===== src/rtl/sdram_arb_pkg.sv =====
// Shared definitions for the SDRAM port arbiter.
// Contents:
//   NPORTS      - number of requesters on the shared controller port
//   PORT_*      - requester index constants (ioctl upload, C64 bus, drive/aux)
//   arb_state_t - transaction sequencer state (IDLE, BUSY)
//   lowest_set  - lowest-index set bit of a port mask (index 0 wins ties)
package sdram_arb_pkg;

    localparam int NPORTS = 3;

    localparam logic [1:0] PORT_IOCTL = 2'd0;
    localparam logic [1:0] PORT_CPU   = 2'd1;
    localparam logic [1:0] PORT_AUX   = 2'd2;

    typedef enum logic {
        IDLE = 1'b0,
        BUSY = 1'b1
    } arb_state_t;

    // Fixed priority encoder: port 0 beats port 1 beats port 2.
    function automatic logic [1:0] lowest_set(input logic [NPORTS-1:0] v);
        logic [1:0] r;
        r = PORT_IOCTL;
        if (v[0]) begin
            r = PORT_IOCTL;
        end else if (v[1]) begin
            r = PORT_CPU;
        end else if (v[2]) begin
            r = PORT_AUX;
        end else begin
            r = PORT_IOCTL;
        end
        return r;
    endfunction

endpackage


===== src/rtl/sdram_arb_pick.sv =====
// Combinational winner selection for the SDRAM port arbiter.
// Ports:
//   pending [NPORTS] in  - ports holding a buffered command
//   starved [NPORTS] in  - ports whose starvation counter reached the limit
//   idx     [2]      out - winning port index
//   valid   [1]      out - a winner exists (some port is pending)
module sdram_arb_pick
    import sdram_arb_pkg::*;
(
    input  logic [NPORTS-1:0] pending,
    input  logic [NPORTS-1:0] starved,
    output logic [1:0]        idx,
    output logic              valid
);

    logic [NPORTS-1:0] forced_s;

    assign forced_s = pending & starved;

    // Starved pending ports pre-empt the normal fixed priority.
    always_comb begin
        idx   = PORT_IOCTL;
        valid = 1'b0;
        if (forced_s != 3'b000) begin
            idx   = lowest_set(forced_s);
            valid = 1'b1;
        end else if (pending != 3'b000) begin
            idx   = lowest_set(pending);
            valid = 1'b1;
        end else begin
            idx   = PORT_IOCTL;
            valid = 1'b0;
        end
    end

endmodule


===== src/rtl/sdram_port_arbiter.sv =====
// Shares one SDRAM controller command port between three requesters
// (ioctl upload, C64 CPU/VIC bus, drive/aux). One-cycle strobes are buffered
// per port, a winner is chosen (fixed priority with anti-starvation), one
// transaction is sequenced at a time and a per-port completion pulse returns.
// Ports:
//   clk, reset          - system clock, asynchronous active-high reset
//   req_i/we_i          - per-port command strobe and write enable
//   addr_i/din_i        - per-port address / write data, port n at [n*W +: W]
//   ack_o, dout_o       - per-port completion pulse, read data with ack
//   err_o               - sticky per-port "strobed while still pending"
//   busy_o, grant_o     - transaction in flight, current/last granted port
//   sd_req/we/addr/din  - command to the SDRAM controller (level request)
//   sd_ack, sd_dout     - controller completion pulse and read data
module sdram_port_arbiter
    import sdram_arb_pkg::*;
#(
    parameter int ADDR_W     = 25,
    parameter int DATA_W     = 8,
    parameter int STARVE_MAX = 15
) (
    input  logic                     clk,
    input  logic                     reset,
    input  logic [NPORTS-1:0]        req_i,
    input  logic [NPORTS-1:0]        we_i,
    input  logic [NPORTS*ADDR_W-1:0] addr_i,
    input  logic [NPORTS*DATA_W-1:0] din_i,
    output logic [NPORTS-1:0]        ack_o,
    output logic [DATA_W-1:0]        dout_o,
    output logic [NPORTS-1:0]        err_o,
    output logic                     busy_o,
    output logic [1:0]               grant_o,
    output logic                     sd_req,
    output logic                     sd_we,
    output logic [ADDR_W-1:0]        sd_addr,
    output logic [DATA_W-1:0]        sd_din,
    input  logic                     sd_ack,
    input  logic [DATA_W-1:0]        sd_dout
);

    localparam logic [7:0] STARVE_LIM = 8'(STARVE_MAX);

    logic [NPORTS-1:0] pending_r;
    logic [NPORTS-1:0] we_buf_r;
    logic [ADDR_W-1:0] addr_buf_r [NPORTS];
    logic [DATA_W-1:0] din_buf_r  [NPORTS];
    logic [7:0]        starve_r   [NPORTS];
    logic [NPORTS-1:0] starved_s;

    arb_state_t        state_r;
    arb_state_t        next_state_s;
    logic [1:0]        pick_idx_s;
    logic              pick_valid_s;
    logic              grant_edge_s;
    logic              done_s;

    // Flag ports whose starvation counter has hit the limit.
    always_comb begin
        starved_s = '0;
        for (int n = 0; n < NPORTS; n++) begin
            starved_s[n] = (starve_r[n] == STARVE_LIM);
        end
    end

    sdram_arb_pick u_pick (
        .pending (pending_r),
        .starved (starved_s),
        .idx     (pick_idx_s),
        .valid   (pick_valid_s)
    );

    // Command capture: a free port latches its strobe, a busy port flags an error.
    // Capture only happens with pending clear and release only with it set, so
    // the two updates never collide on the same port.
    always_ff @(posedge clk or posedge reset) begin
        if (reset) begin
            pending_r <= 3'b000;
            err_o     <= 3'b000;
            we_buf_r  <= 3'b000;
            for (int n = 0; n < NPORTS; n++) begin
                addr_buf_r[n] <= '0;
                din_buf_r[n]  <= '0;
            end
        end else begin
            for (int n = 0; n < NPORTS; n++) begin
                if (req_i[n] && !pending_r[n]) begin
                    pending_r[n]  <= 1'b1;
                    we_buf_r[n]   <= we_i[n];
                    addr_buf_r[n] <= addr_i[n*ADDR_W +: ADDR_W];
                    din_buf_r[n]  <= din_i[n*DATA_W +: DATA_W];
                end else if (req_i[n]) begin
                    err_o[n] <= 1'b1;
                end
                if (done_s && (grant_o == 2'(n))) begin
                    pending_r[n] <= 1'b0;
                end
            end
        end
    end

    // Starvation counters move only when a grant is issued.
    always_ff @(posedge clk or posedge reset) begin
        if (reset) begin
            for (int n = 0; n < NPORTS; n++) begin
                starve_r[n] <= 8'd0;
            end
        end else if (grant_edge_s) begin
            for (int n = 0; n < NPORTS; n++) begin
                if (pick_idx_s == 2'(n)) begin
                    starve_r[n] <= 8'd0;
                end else if (pending_r[n]) begin
                    if (starve_r[n] < STARVE_LIM) begin
                        starve_r[n] <= starve_r[n] + 8'd1;
                    end
                end else begin
                    starve_r[n] <= 8'd0;
                end
            end
        end
    end

    // Sequencer state register.
    always_ff @(posedge clk or posedge reset) begin
        if (reset) begin
            state_r <= IDLE;
        end else begin
            state_r <= next_state_s;
        end
    end

    // Sequencer next-state logic; sd_ack outside BUSY is ignored.
    always_comb begin
        next_state_s = state_r;
        case (state_r)
            IDLE:    next_state_s = pick_valid_s ? BUSY : IDLE;
            BUSY:    next_state_s = sd_ack ? IDLE : BUSY;
            default: next_state_s = IDLE;
        endcase
    end

    // Sequencer event decode driving the registered outputs.
    always_comb begin
        grant_edge_s = 1'b0;
        done_s       = 1'b0;
        case (state_r)
            IDLE:    grant_edge_s = pick_valid_s;
            BUSY:    done_s       = sd_ack;
            default: begin
                grant_edge_s = 1'b0;
                done_s       = 1'b0;
            end
        endcase
    end

    // Registered command and completion outputs.
    always_ff @(posedge clk or posedge reset) begin
        if (reset) begin
            sd_req  <= 1'b0;
            sd_we   <= 1'b0;
            sd_addr <= '0;
            sd_din  <= '0;
            grant_o <= 2'd0;
            busy_o  <= 1'b0;
            ack_o   <= 3'b000;
            dout_o  <= '0;
        end else begin
            ack_o <= 3'b000;
            if (grant_edge_s) begin
                sd_req  <= 1'b1;
                sd_we   <= we_buf_r[pick_idx_s];
                sd_addr <= addr_buf_r[pick_idx_s];
                sd_din  <= din_buf_r[pick_idx_s];
                grant_o <= pick_idx_s;
                busy_o  <= 1'b1;
            end else if (done_s) begin
                sd_req <= 1'b0;
                busy_o <= 1'b0;
                ack_o  <= 3'b001 << grant_o;
                dout_o <= sd_dout;
            end
        end
    end

endmodule


===== config.mk =====
export PLATFORM = sky130hd
export DESIGN_NAME = sdram_port_arbiter
export DESIGN_NICKNAME = d
export VERILOG_FILES = /design/src/rtl/sdram_arb_pkg.sv /design/src/rtl/sdram_arb_pick.sv /design/src/rtl/sdram_port_arbiter.sv
export SDC_FILE = /design/constraint.sdc
export NUM_CORES = 1
export LEC_CHECK = 0
export ABC_AREA = 1
export CORE_MARGIN = 2
export CORE_UTILIZATION = 23
export DETAILED_ROUTE_END_ITERATION = 16
export PLACE_DENSITY = 0.4
export SLEW_MARGIN = 25
export SYNTH_ARGS = -nofsm -noshare
export SYNTH_HDL_FRONTEND = slang
export SYNTH_SLANG_ARGS = --single-unit

===== constraint.sdc =====
create_clock -name clk -period 5.7 [get_ports clk]
set_clock_uncertainty 0.2 [all_clocks]
set_input_delay 0.855 -clock clk [delete_from_list [all_inputs] [get_ports clk]]
set_output_delay 0.855 -clock clk [all_outputs]
set_load 0.1 [all_outputs]

==> flow_metrics.tcl <==
set metrics [dict create \
    grt_pass1_vias 6082 \
    finalHoldViolations 0 \
    synth_nets 893 \
    cts-root-buf "clkbuf_16" \
    drt_first_pass_iters 4 \
    clock_sinks 181 \
    slew_headroom 0.308 \
    area_growth_pct 35.0 \
    worst_slew_pin_slew_ns 1.03 \
    grt_usage 0.132 \
    synth-edff-count 0 \
    start_kind "flop" \
    cts_buffers 17 \
    rows 67 \
    grt_pass1_wl_mm 36.0 \
    routed_via_density 4.14 \
    cts_setup_buffers 0 \
    clkLatencyLatePin_ns 0.44 \
    ys_seq_area_frac 0.573 \
    hold_path.class "reg2reg" \
    io_pins 168 \
    crit_slowest_cell "clkdlybuf4s50_1" \
    grt_max_degree 116 \
    crit_required_ns 4.64 \
    min_from "err_o[2]$_DFFE_PP0P_" \
    antenna_found_initial 1 \
    dp.final_hpwl_mm 14.6 \
    ir_drop_mv 0.303 \
    cts_resized 0 \
    worstPathArrival_ns 2.00 \
    chipWidth_um 189 \
    routabilityCongestion 0.689 \
    hold_buffers 0 \
    stdcell_area_um2 10700 \
    leakagePower_nw 4.76 \
    period_share 0.537 \
    synth_cell_type_count 29 \
    syn_area_per_cell_um2 10.2 \
    p_per_area_nw_per_um2 644 \
    start_util 0.234 \
    status "finished, final reports clean" \
    cts.reportedPaths.clkPinSlew_ns 0.07 \
    setup_tns_ns 0 \
    drv_slew 0 \
    r2r_setup_slack_ns 2.88 \
    port_buffers 167 \
    overflow 0 \
    synth-main-ff-cell "dfrtp_1" \
    cp_max_fo 5 \
    max_cap_violations 0 \
    rsz0062_at_grt "no" \
    synthesis.area_um2 7900 \
    critPathKind "reg2out" \
    cp-end-kind "output pin" \
    chipHeight_um 189 \
    h-tree-depth 4 \
    dpl-instance-area_um2 10100 \
    clock_path_buffers 2 \
    critical-path-top-delay-family "buffers and inverters" \
    core_area_um2 33700 \
    via_count 5759 \
    async_flop_share 1.00 \
    dieArea_um2 35900 \
    drc 0 \
    cp_num_buf_inv 1 \
    drive_gt1_frac 0.173 \
    wl_mm 22.3 \
    first_iter_violations 259 \
    num_antenna_cells 0 \
    fin_nets 1051 \
    path_cells "clkdlybuf4s50_1" \
    worstSetupStartpoint "grant_o[0]$_DFFE_PP0P_" \
    fin_util 0.317 \
    netlist_instances 774 \
    cts_tree "yes" \
    setup_viol 0 \
    antenna_left 0 \
    ys_warn_count 0 \
    slowest_delay_ns 1.16 \
    reg2reg_from "starve_r[16]$_DFFE_PP0P_" \
    fin_crit_ns 3.06 \
    wl_per_cell_um 16.0 \
    ys_ff_latch 181 \
    max_freq_mhz 327 \
]
==> synthesized netlist by cell type (3+ instances only) <==
library cell  number  area share
buf_4              8      0.0076
xor2_1             4      0.0044
a21o_1             3      0.0028
a21oi_1            7      0.0044
inv_2              5      0.0024
buf_2             19       0.012
o21ai_0            4      0.0025
ha_1               3      0.0048
nor2_1            89       0.042
clkbuf_1           9      0.0043
o21bai_1          21       0.020
nand2_1          183       0.087
inv_1             40       0.019
nand2_2            3      0.0024
mux2_2           102        0.15
dfrtp_1          181        0.57
nand3_1           77       0.049
==> final cells by class <==
class                   instances  area [µm²]
fillers                      3503       23000
flip-flops and latches        181        4530
multi-input cells             511        3060
repair buffers                175        1780
well taps                     448         561
clock buffers                  19         443
inverters                      46         176
clock inverters                12         121
==> per-stage QoR <==
step	power, mW	setup slack, ns	cells	hold slack [ns]
floorplan	4.84	2.32	774	0.267
global placement	5.76	1.99	1359	0.241
detailed placement	5.78	1.91	1360	0.245
CTS	6.99	1.88	1391	0.262
global route	7.38	2.55	1392	0.277
finish	6.87	2.64	1392	0.257
==> cell families after synthesis <==
kind of cell / after synthesis / share of synthesized area
AO/OA/AOI/OAI: 40 / 0.0375
XOR/XNOR: 6 / 0.00665
adder cells (fa/ha/maj): 3 / 0.00475
buffers and inverters: 82 / 0.0458
flip-flops: 181 / 0.573
multiplexers: 102 / 0.145
AND/OR/NAND/NOR: 360 / 0.187
==> metal layers <==
metal / up-vias / GRT usage / wire length [µm]
li1: 2829 / - / -
met3: 19 / 0.0350 / 1060
met1: 2806 / 0.175 / 10400
met2: 103 / 0.213 / 10600
met5: - / 0 / 13
met4: 2 / 0.0322 / 213
==> final timing paths <==
kind                                                   end  depth (start not counted)
worst max-delay path                            grant_o[0]                          1
worst min-delay path                  err_o[2]$_DFFE_PP0P_                          1
worst max register to register       sd_din[0]$_DFFE_PP0P_                         10
worst min register to register        err_o[2]$_DFFE_PP0P_                          1
max in group asynchronous          we_buf_r[1]$_DFFE_PP0P_                          4
min in group asynchronous       addr_buf_r[54]$_DFFE_PP0P_                          2
==> registers in the layout, indices dropped and copies added (netlist names) <==
name,count
ack_o,3
addr_buf_r,75
din_buf_r,24
dout_o,8
err_o,3
grant_o,2
pending_r,3
sd_addr,25
sd_din,8
sd_req,1
sd_we,1
starve_r,24
state_r,1
we_buf_r,3
==> cell usage in the layout, fill, tap and decap left out, types with 2 or more instances in the layout <==
cell             instances
xor2_1                   4
nor3_1                   2
a21oi_1                  7
ha_1                     3
mux2_2                 102
buf_16                   2
nor2_2                   2
xnor2_1                  2
or2_2                    2
nand3_1                 77
clkinv_4                 3
clkdlybuf4s50_1        167
dfrtp_1                181
a21o_1                   3
nand2_2                  2
nand2_4                  4
inv_1                   39
clkbuf_16               17
o21ai_0                  4
nand2_1                180
buf_4                    5
nor2_1                  88
inv_2                    5
o21bai_1                21
clkinvlp_4               4
inv_6                    3
==> report_power, final <==
part           internal (mW)  leakage [nW]  switching (mW)  total, mW
sequential              1.87          2.17           0.358       2.23
combinational           1.12          2.32            2.35       3.47
clock                  0.620         0.268           0.548       1.17
total                   3.62          4.76            3.26       6.87
Power figures use the tool's default switching activity.
